[config.mk]
export PLATFORM = sky130hd
export DESIGN_NAME = bnn_neuron_sequencer
export DESIGN_NICKNAME = d
export VERILOG_FILES = /design/src/rtl/bnn_neuron_sequencer.sv
export SDC_FILE = /design/constraint.sdc
export NUM_CORES = 1
export LEC_CHECK = 0
export CORE_MARGIN = 4
export CORE_UTILIZATION = 30
export CTS_CLUSTER_SIZE = 24
export DETAILED_ROUTE_END_ITERATION = 6
export DONT_BUFFER_PORTS = 1
export HOLD_SLACK_MARGIN = 0.03
export PLACE_DENSITY_LB_ADDON = 0.08
export SLEW_MARGIN = 20
export SYNTH_ARGS = -nofsm -noshare
export SYNTH_HDL_FRONTEND = slang
export SYNTH_SLANG_ARGS = --single-unit
[constraint.sdc]
create_clock -name clk -period 5.6 [get_ports clk]
set_input_delay 0.28 -clock clk [delete_from_list [all_inputs] [get_ports clk]]
set_output_delay 0.28 -clock clk [all_outputs]
set_load 0.01 [all_outputs]
[src/rtl/bnn_neuron_sequencer.sv]
// Bit-serial XNOR-popcount binary neuron sequencer: one shared activation vector,
// one weight word per neuron pulled over valid/ready, thresholded results packed into y_out.
module bnn_neuron_sequencer #(
    parameter int IN_BITS   = 8,
    parameter int N_NEURONS = 8,
    parameter int CNT_W     = $clog2(IN_BITS + 1)
) (
    input  logic                 clk,
    input  logic                 rst,
    input  logic                 start,
    input  logic [IN_BITS-1:0]   x_in,
    input  logic [CNT_W-1:0]     thr,
    input  logic                 w_valid,
    input  logic [IN_BITS-1:0]   w_data,
    output logic                 w_ready,
    output logic                 busy,
    output logic                 done,
    output logic [N_NEURONS-1:0] y_out,
    output logic                 y_valid
);

    localparam int IDX_W = (IN_BITS > 1) ? $clog2(IN_BITS) : 1;
    localparam int N_W   = (N_NEURONS > 1) ? $clog2(N_NEURONS) : 1;

    typedef enum logic [2:0] {
        IDLE   = 3'd0,
        WAIT_W = 3'd1,
        ACC    = 3'd2,
        DECIDE = 3'd3,
        DONE   = 3'd4
    } state_t;

    state_t               state_r;
    state_t               state_s;
    logic [IN_BITS-1:0]   x_r;
    logic [IN_BITS-1:0]   w_r;
    logic [CNT_W-1:0]     thr_r;
    logic [CNT_W-1:0]     acc_r;
    logic [IDX_W-1:0]     bit_r;
    logic [N_W-1:0]       n_r;
    logic [N_NEURONS-1:0] y_out_r;
    logic                 y_valid_r;
    logic                 w_ready_r;
    logic                 busy_r;
    logic                 done_r;
    logic                 xfer_s;
    logic                 match_s;
    logic                 fire_s;

    // Next-state logic and per-cycle datapath terms
    always_comb begin
        state_s = state_r;
        xfer_s  = w_valid && w_ready_r;
        match_s = ~(x_r[bit_r] ^ w_r[bit_r]);
        fire_s  = (acc_r >= thr_r);
        case (state_r)
            IDLE: begin
                if (start) state_s = WAIT_W;
                else       state_s = IDLE;
            end
            WAIT_W: begin
                if (xfer_s) state_s = ACC;
                else        state_s = WAIT_W;
            end
            ACC: begin
                if (bit_r == IDX_W'(IN_BITS - 1)) state_s = DECIDE;
                else                              state_s = ACC;
            end
            DECIDE: begin
                if (n_r == N_W'(N_NEURONS - 1)) state_s = DONE;
                else                            state_s = WAIT_W;
            end
            DONE:    state_s = IDLE;
            default: state_s = IDLE;
        endcase
    end

    // State, datapath and registered outputs (outputs track the state being entered)
    always_ff @(posedge clk) begin
        if (rst) begin
            state_r   <= IDLE;
            x_r       <= '0;
            w_r       <= '0;
            thr_r     <= '0;
            acc_r     <= '0;
            bit_r     <= '0;
            n_r       <= '0;
            y_out_r   <= '0;
            y_valid_r <= 1'b0;
            w_ready_r <= 1'b0;
            busy_r    <= 1'b0;
            done_r    <= 1'b0;
        end else begin
            state_r   <= state_s;
            w_ready_r <= (state_s == WAIT_W);
            busy_r    <= (state_s != IDLE);
            done_r    <= (state_s == DONE);
            case (state_r)
                IDLE: begin
                    if (start) begin
                        x_r       <= x_in;
                        thr_r     <= thr;
                        y_out_r   <= '0;
                        y_valid_r <= 1'b0;
                        n_r       <= '0;
                    end
                end
                WAIT_W: begin
                    if (xfer_s) begin
                        w_r   <= w_data;
                        bit_r <= '0;
                        acc_r <= '0;
                    end
                end
                ACC: begin
                    acc_r <= acc_r + CNT_W'(match_s);
                    bit_r <= bit_r + IDX_W'(1);
                end
                DECIDE: begin
                    y_out_r[n_r] <= fire_s;
                    if (n_r == N_W'(N_NEURONS - 1)) y_valid_r <= 1'b1;
                    else                            n_r <= n_r + N_W'(1);
                end
                DONE: begin
                    y_valid_r <= 1'b1;
                end
                default: begin
                    y_valid_r <= y_valid_r;
                end
            endcase
        end
    end

    assign w_ready = w_ready_r;
    assign busy    = busy_r;
    assign done    = done_r;
    assign y_out   = y_out_r;
    assign y_valid = y_valid_r;

endmodule
Word level (Yosys, flattened, before mapping)
Cells that the tools add are included.

word-level totals
  flip-flop bits (word level) = 45
  input bits = 24
  output and inout port bits = 12
  logic and storage cells = 70

operators by class
  add/subtract/negate cells = 3
  $lt $le $gt $ge = 4
  equality and inequality tests = 12
  mux-type cells = 24
  bitwise logic cells = 2
  reduce and logical (&&, ||, !) cells = 13

operators with widths
  cell                 count
  $pmux 8 s2           1
  $eq 3x3->1 const B   4
  $mux 3               4
  $pmux 3 s2           2
  $pmux 3 s4           1
  $bwmux 8             1
  $lt 3x4->1 const B   2
  $mux 8               1
  $ne 2x2->1 const B   4
  $pmux 4 s2           1
  $reduce_and 2->1     4
  $mux 1               7
  $add 3x1->3 const B  2
  $bmux 1 s3           2
  $eq 3x1->1 const B   2
  $eq 3x2->1 const B   2
  $reduce_and 3->1     2
  $reduce_bool 3->1    2
  $add 4x1->4          1
  $ge 4x4->1           1
  $mux 4               1
  $reduce_bool 2->1    2
  $demux 1 s3          1
  $ge 3x1->1 const B   1
  6 further kinds      7

Logic depth before layout (Yosys ltp)
  depth after elaboration = 6
  depth in mapped cells = 9
  depth with buffers taken out = 9

Least setup slack after synthesis
Ideal clock, no wire load.

  path type = register -> register
  start point = reg bit_r[2]
  end point = reg acc_r[3]
  setup time = 0.078 ns
  arrival = 1.690 ns
  data required time = 5.522 ns
  slack = 3.832 ns
  cell stages (with the launch flop) = 9
  buffers on the path = 0
  clock period less this slack = 1.768 ns
  cell sequence = dfxtp_1 > mux4_2 > nand2_1 > o21ai_0 > ha_1 > and3_1 > o21ai_1 > nor2_1 > nor3_1

on the way
  word-level cells in the longest chain between the ends = 6
  elaborated cells between the ends (all ways) = 8
  those cells by class = add/sub (1); mux (5); bitwise (2)

ends and longest elaborated chain
  what                          RTL line  source
  start: declaration            39        logic [IDX_W-1:0] bit_r;
  start signal: assignment      117       bit_r <= bit_r + IDX_W'(1);
  $bmux 1 s3                    54        match_s = ~(x_r[bit_r] ^ w_r[bit_r]);
  $mux 1 (implied by the code)  54
  $xor 1x1->1 (*)               54
  $not 1->1 (*)                 54
  $add 4x1->4 (*)               116       acc_r <= acc_r + CNT_W'(match_s);
  $pmux 4 s2 (*)                98        case (state_r)
  end signal: assignment        116
  end: declaration              38        logic [CNT_W-1:0] acc_r;

Mark *: on every way between the ends. The rest lies on a longest branch, timed or not. The select of a mux whose other input is x is not followed.
A chain may end at the register's enable or synchronous reset.

Final worst setup path
  start point = reg state_r[0]
  end point = reg y_out_r[1] (netlist: y_out[1])

on the way
  word-level cells in the longest chain between the ends = 3
  elaborated cells between the ends (all ways) = 6
  those cells by class = eq/ne (2); mux (1); reduce/logical (3)

ends and longest elaborated chain
  what                                                              RTL line  source
  start: declaration                                                33        state_t state_r;
  start signal: assignment                                          94        state_r <= state_s;
  $eq 3x2->1 / $logic_not 3->1 (equally long branches)              98
  $reduce_bool 2->1 (no line) / $ne 2x2->1 (equally long branches)  --
  $reduce_and 2->1 (no line)                                        --
  end signal: indexed assignment                                    120       y_out_r[n_r] <= fire_s;
  end: declaration                                                  41        logic [N_NEURONS-1:0] y_out_r;

Parallel ways exist; a longest one is shown, timed or not.

==> flow_metrics.tcl <==
set metrics [dict create \
    antenna_found_initial 0 \
    dp_cells 311 \
    sw_frac_of_total_pct 25.2 \
    p_int_mw 0.435 \
    synth-main-ff-cell "dfxtp_1" \
    io_buffers 0 \
    fillerInstances 704 \
    wire_per_inst_um 14.9 \
    max_slew_margin_pct 31.3 \
    initial_core_util_pct 31.8 \
    clk_latency_ns 0.29 \
    max_freq_ghz 0.513 \
    critPathCaptureType "flip-flop" \
    period_needed_ns 1.95 \
    ys_ff_latch 45 \
    dr.pass1.iters 4 \
    worst_pin_slew_ns 1.03 \
    seqPwrFrac_pct 58.4 \
    cts_sinks 45 \
    path_clk_slew_ns 0.09 \
    synth_edf_count 0 \
    syn-cell-area_mm2 0.00206 \
    track_usage_pct 11.8 \
    p_sw_mw 0.147 \
    cap_violations 0 \
    rsz0062_at_grt "false" \
    drive_gt1_share_pct 4.92 \
    core.rowCount 29 \
    finalHoldViolCount 0 \
    final_cells 321 \
    grt_max_degree 42 \
    pwr-share-clk_pct 34.1 \
    root_buffer "clkbuf_8" \
    power_leakage_nw 0.773 \
    p_comb_share_pct 7.6 \
    routed_via_density 4.93 \
    async_flop_share_pct 0 \
    timing.rr.start "state_r[0]$_SDFF_PP0_" \
    required_ns 5.78 \
    post-route-drc-count 0 \
    dp_hpwl_um 3190 \
    rrSetupSlack_ns 3.65 \
    pwr_density_cell_mw_per_mm2 265 \
    startpoint "state_r[0]$_SDFF_PP0_" \
    ys_warn_count 0 \
    die_area_mm2 0.00827 \
    place_congestion 0.710 \
    setup_viol 0 \
    path_class "flip-flop to flip-flop" \
    via_count 1581 \
    place_ws_ns 3.61 \
    yosysSeqAreaShare_pct 43.7 \
    drt-initial-drc-count 48 \
    die_x_um 90.9 \
    cts_tree "yes" \
    multi_input_area_mm2 0.00107 \
    fin_nets 277 \
    grt.overflow.total 0 \
    finalPower_mw 0.582 \
    ant_nets 0 \
    htree_num_levels 2 \
    setup_ws_ns 3.65 \
    vdd_ir_drop_max_uv 92.0 \
    coreArea_mm2 0.00649 \
    hold_class "input pin to flip-flop" \
    outcome "finished, final reports clean" \
    ios 36 \
    die_h_um 90.9 \
    crit_path_end "y_out[1]$_SDFFE_PP0P_" \
    area_growth_pct 6.73 \
    cts_setup_buffers 0 \
    cp-start-kind "flip-flop" \
    period_share_pct 34.8 \
    avgSynthCellArea_um2 8.32 \
    grt_pass1_vias 1599 \
    cp_max_fo 23 \
    cts_made_buffers 5 \
    final.setup.tns_ns 0 \
    diodes 0 \
    worstPathArrival_ns 2.14 \
    synth_cells 248 \
    synth_nets 282 \
    synth_cell_type_count 34 \
    slew_viol_final 0 \
    grt_pass1_wl_um 7960 \
    routed_wl_um 4780 \
    cts_buffer_depth 2 \
    worst_clock_skew_ns 0.00568 \
    r2r-end "y_out[1]$_SDFFE_PP0P_" \
    seqCellArea_um2 901 \
    reg2regPathDepth 4 \
]
## worst min path at each step
| stage | from | to | cells past startpoint |
|---|---|---|---|
| finish | rst | w_r[7]$_SDFFE_PP0P_ | 1 |
| global route | rst | w_r[5]$_SDFFE_PP0P_ | 1 |
| CTS | rst | n_r[1]$_SDFFE_PP0P_ | 1 |
| detailed placement | rst | y_out[0]$_SDFFE_PP0P_ | 1 |
| global placement | rst | y_out[0]$_SDFFE_PP0P_ | 1 |
| floorplan | thr[1] | thr_r[1]$_SDFFE_PP0P_ | 2 |
## synth_stat cells (4+ instances only)
cell type	n	area [µm²]
nand3_1	15	75.1
clkbuf_1	7	26.3
inv_1	6	22.5
nand2_1	50	188
nand2b_1	6	37.5
nand3b_1	10	75.1
xnor2_1	4	35.0
nor3_1	4	20.0
a21oi_1	37	185
buf_2	7	35.0
nor2_1	15	56.3
dfxtp_1	45	901
ha_1	10	125
xor2_1	5	43.8
## critical path: stages, from the launching register on
cell and delay, ns:
dfxtp_1 0.45, nor2_1 0.22, nand3b_1 0.73, nand3b_1 0.34, a21oi_1 0.10
## flip-flops by register name (all words and copies together) (netlist names), 3 cells and up
signal,count
w_r,8
x_r,8
y_out,8
acc_r,4
thr_r,4
bit_r,3
n_r,3
state_r,3
## cell usage in the layout, fill, tap and decap left out, types with 3 or more instances in the layout
cell type	netlist	layout
a31oi_1	3	3
nand2_1	50	50
nor3_1	4	4
nand3b_1	10	10
inv_1	6	6
xor2_1	5	5
ha_1	10	10
nand2b_1	6	6
nor2_1	15	15
a21oi_1	37	37
o21ai_0	3	3
xnor2_1	4	4
dfxtp_1	45	45
nand3_1	15	15
clkbuf_8	0	5
## power groups by stage
stage	combinational [mW]	clock, mW	sequential (mW)
after floorplan	0.0410	0	0.344
after global placement	0.0430	0	0.347
after detailed placement	0.0428	0	0.348
after CTS	0.0441	0.210	0.340
after global routing	0.0509	0.223	0.342
final	0.0440	0.199	0.340
## layout make-up
type                            instances  area share, %
Clock buffer                            7           3.47
Clock inverter                          1          0.341
Inverter                                6           1.02
Multi-Input combinational cell        182           48.6
Sequential cell                        45           40.9
Tap cell                               77           4.38
Timing Repair Buffer                    3           1.25
## cell families after synthesis
group	Yosys count	synth area share, %
XOR/XNOR	9	3.82
multiplexers	2	2.18
flip-flops	45	43.7
AO/OA/AOI/OAI	48	12.4
adder cells (fa/ha/maj)	10	6.06
buffers and inverters	21	4.43
AND/OR/NAND/NOR	113	27.4
## repair_timing
action                    in CTS  in global routing
hold buffers                   1                  1
hold endpoints to repair       4                  5
gates resized for setup        0                  0
## per-stage QoR
| step | area (µm²) | util [%] | hold slack [ns] |
|---|---|---|---|
| 2_1_floorplan | 2060 | - | 0.416 |
| 3_3_place_gp | 2100 | 32.3 | 0.355 |
| 3_5_place_dp | 2100 | 32.3 | 0.355 |
| 4_1_cts | 2190 | 33.8 | 0.0322 |
| 5_1_grt | 2200 | 33.9 | 0.0302 |
| 6_report | 2200 | 33.9 | 0.0494 |
## metal layers
| layer | track usage (%) | part of all wire [%] | vias to the layer above |
|---|---|---|---|
| li1 | - | - | 838 |
| met1 | 15.9 | 49 | 706 |
| met4 | 3.39 | 0.90 | 0 |
| met3 | 3.31 | 4.4 | 6 |
| met5 | 0 | 0 | - |
| met2 | 18.6 | 45 | 31 |
Note: power is estimated with default switching activity, not from simulation.
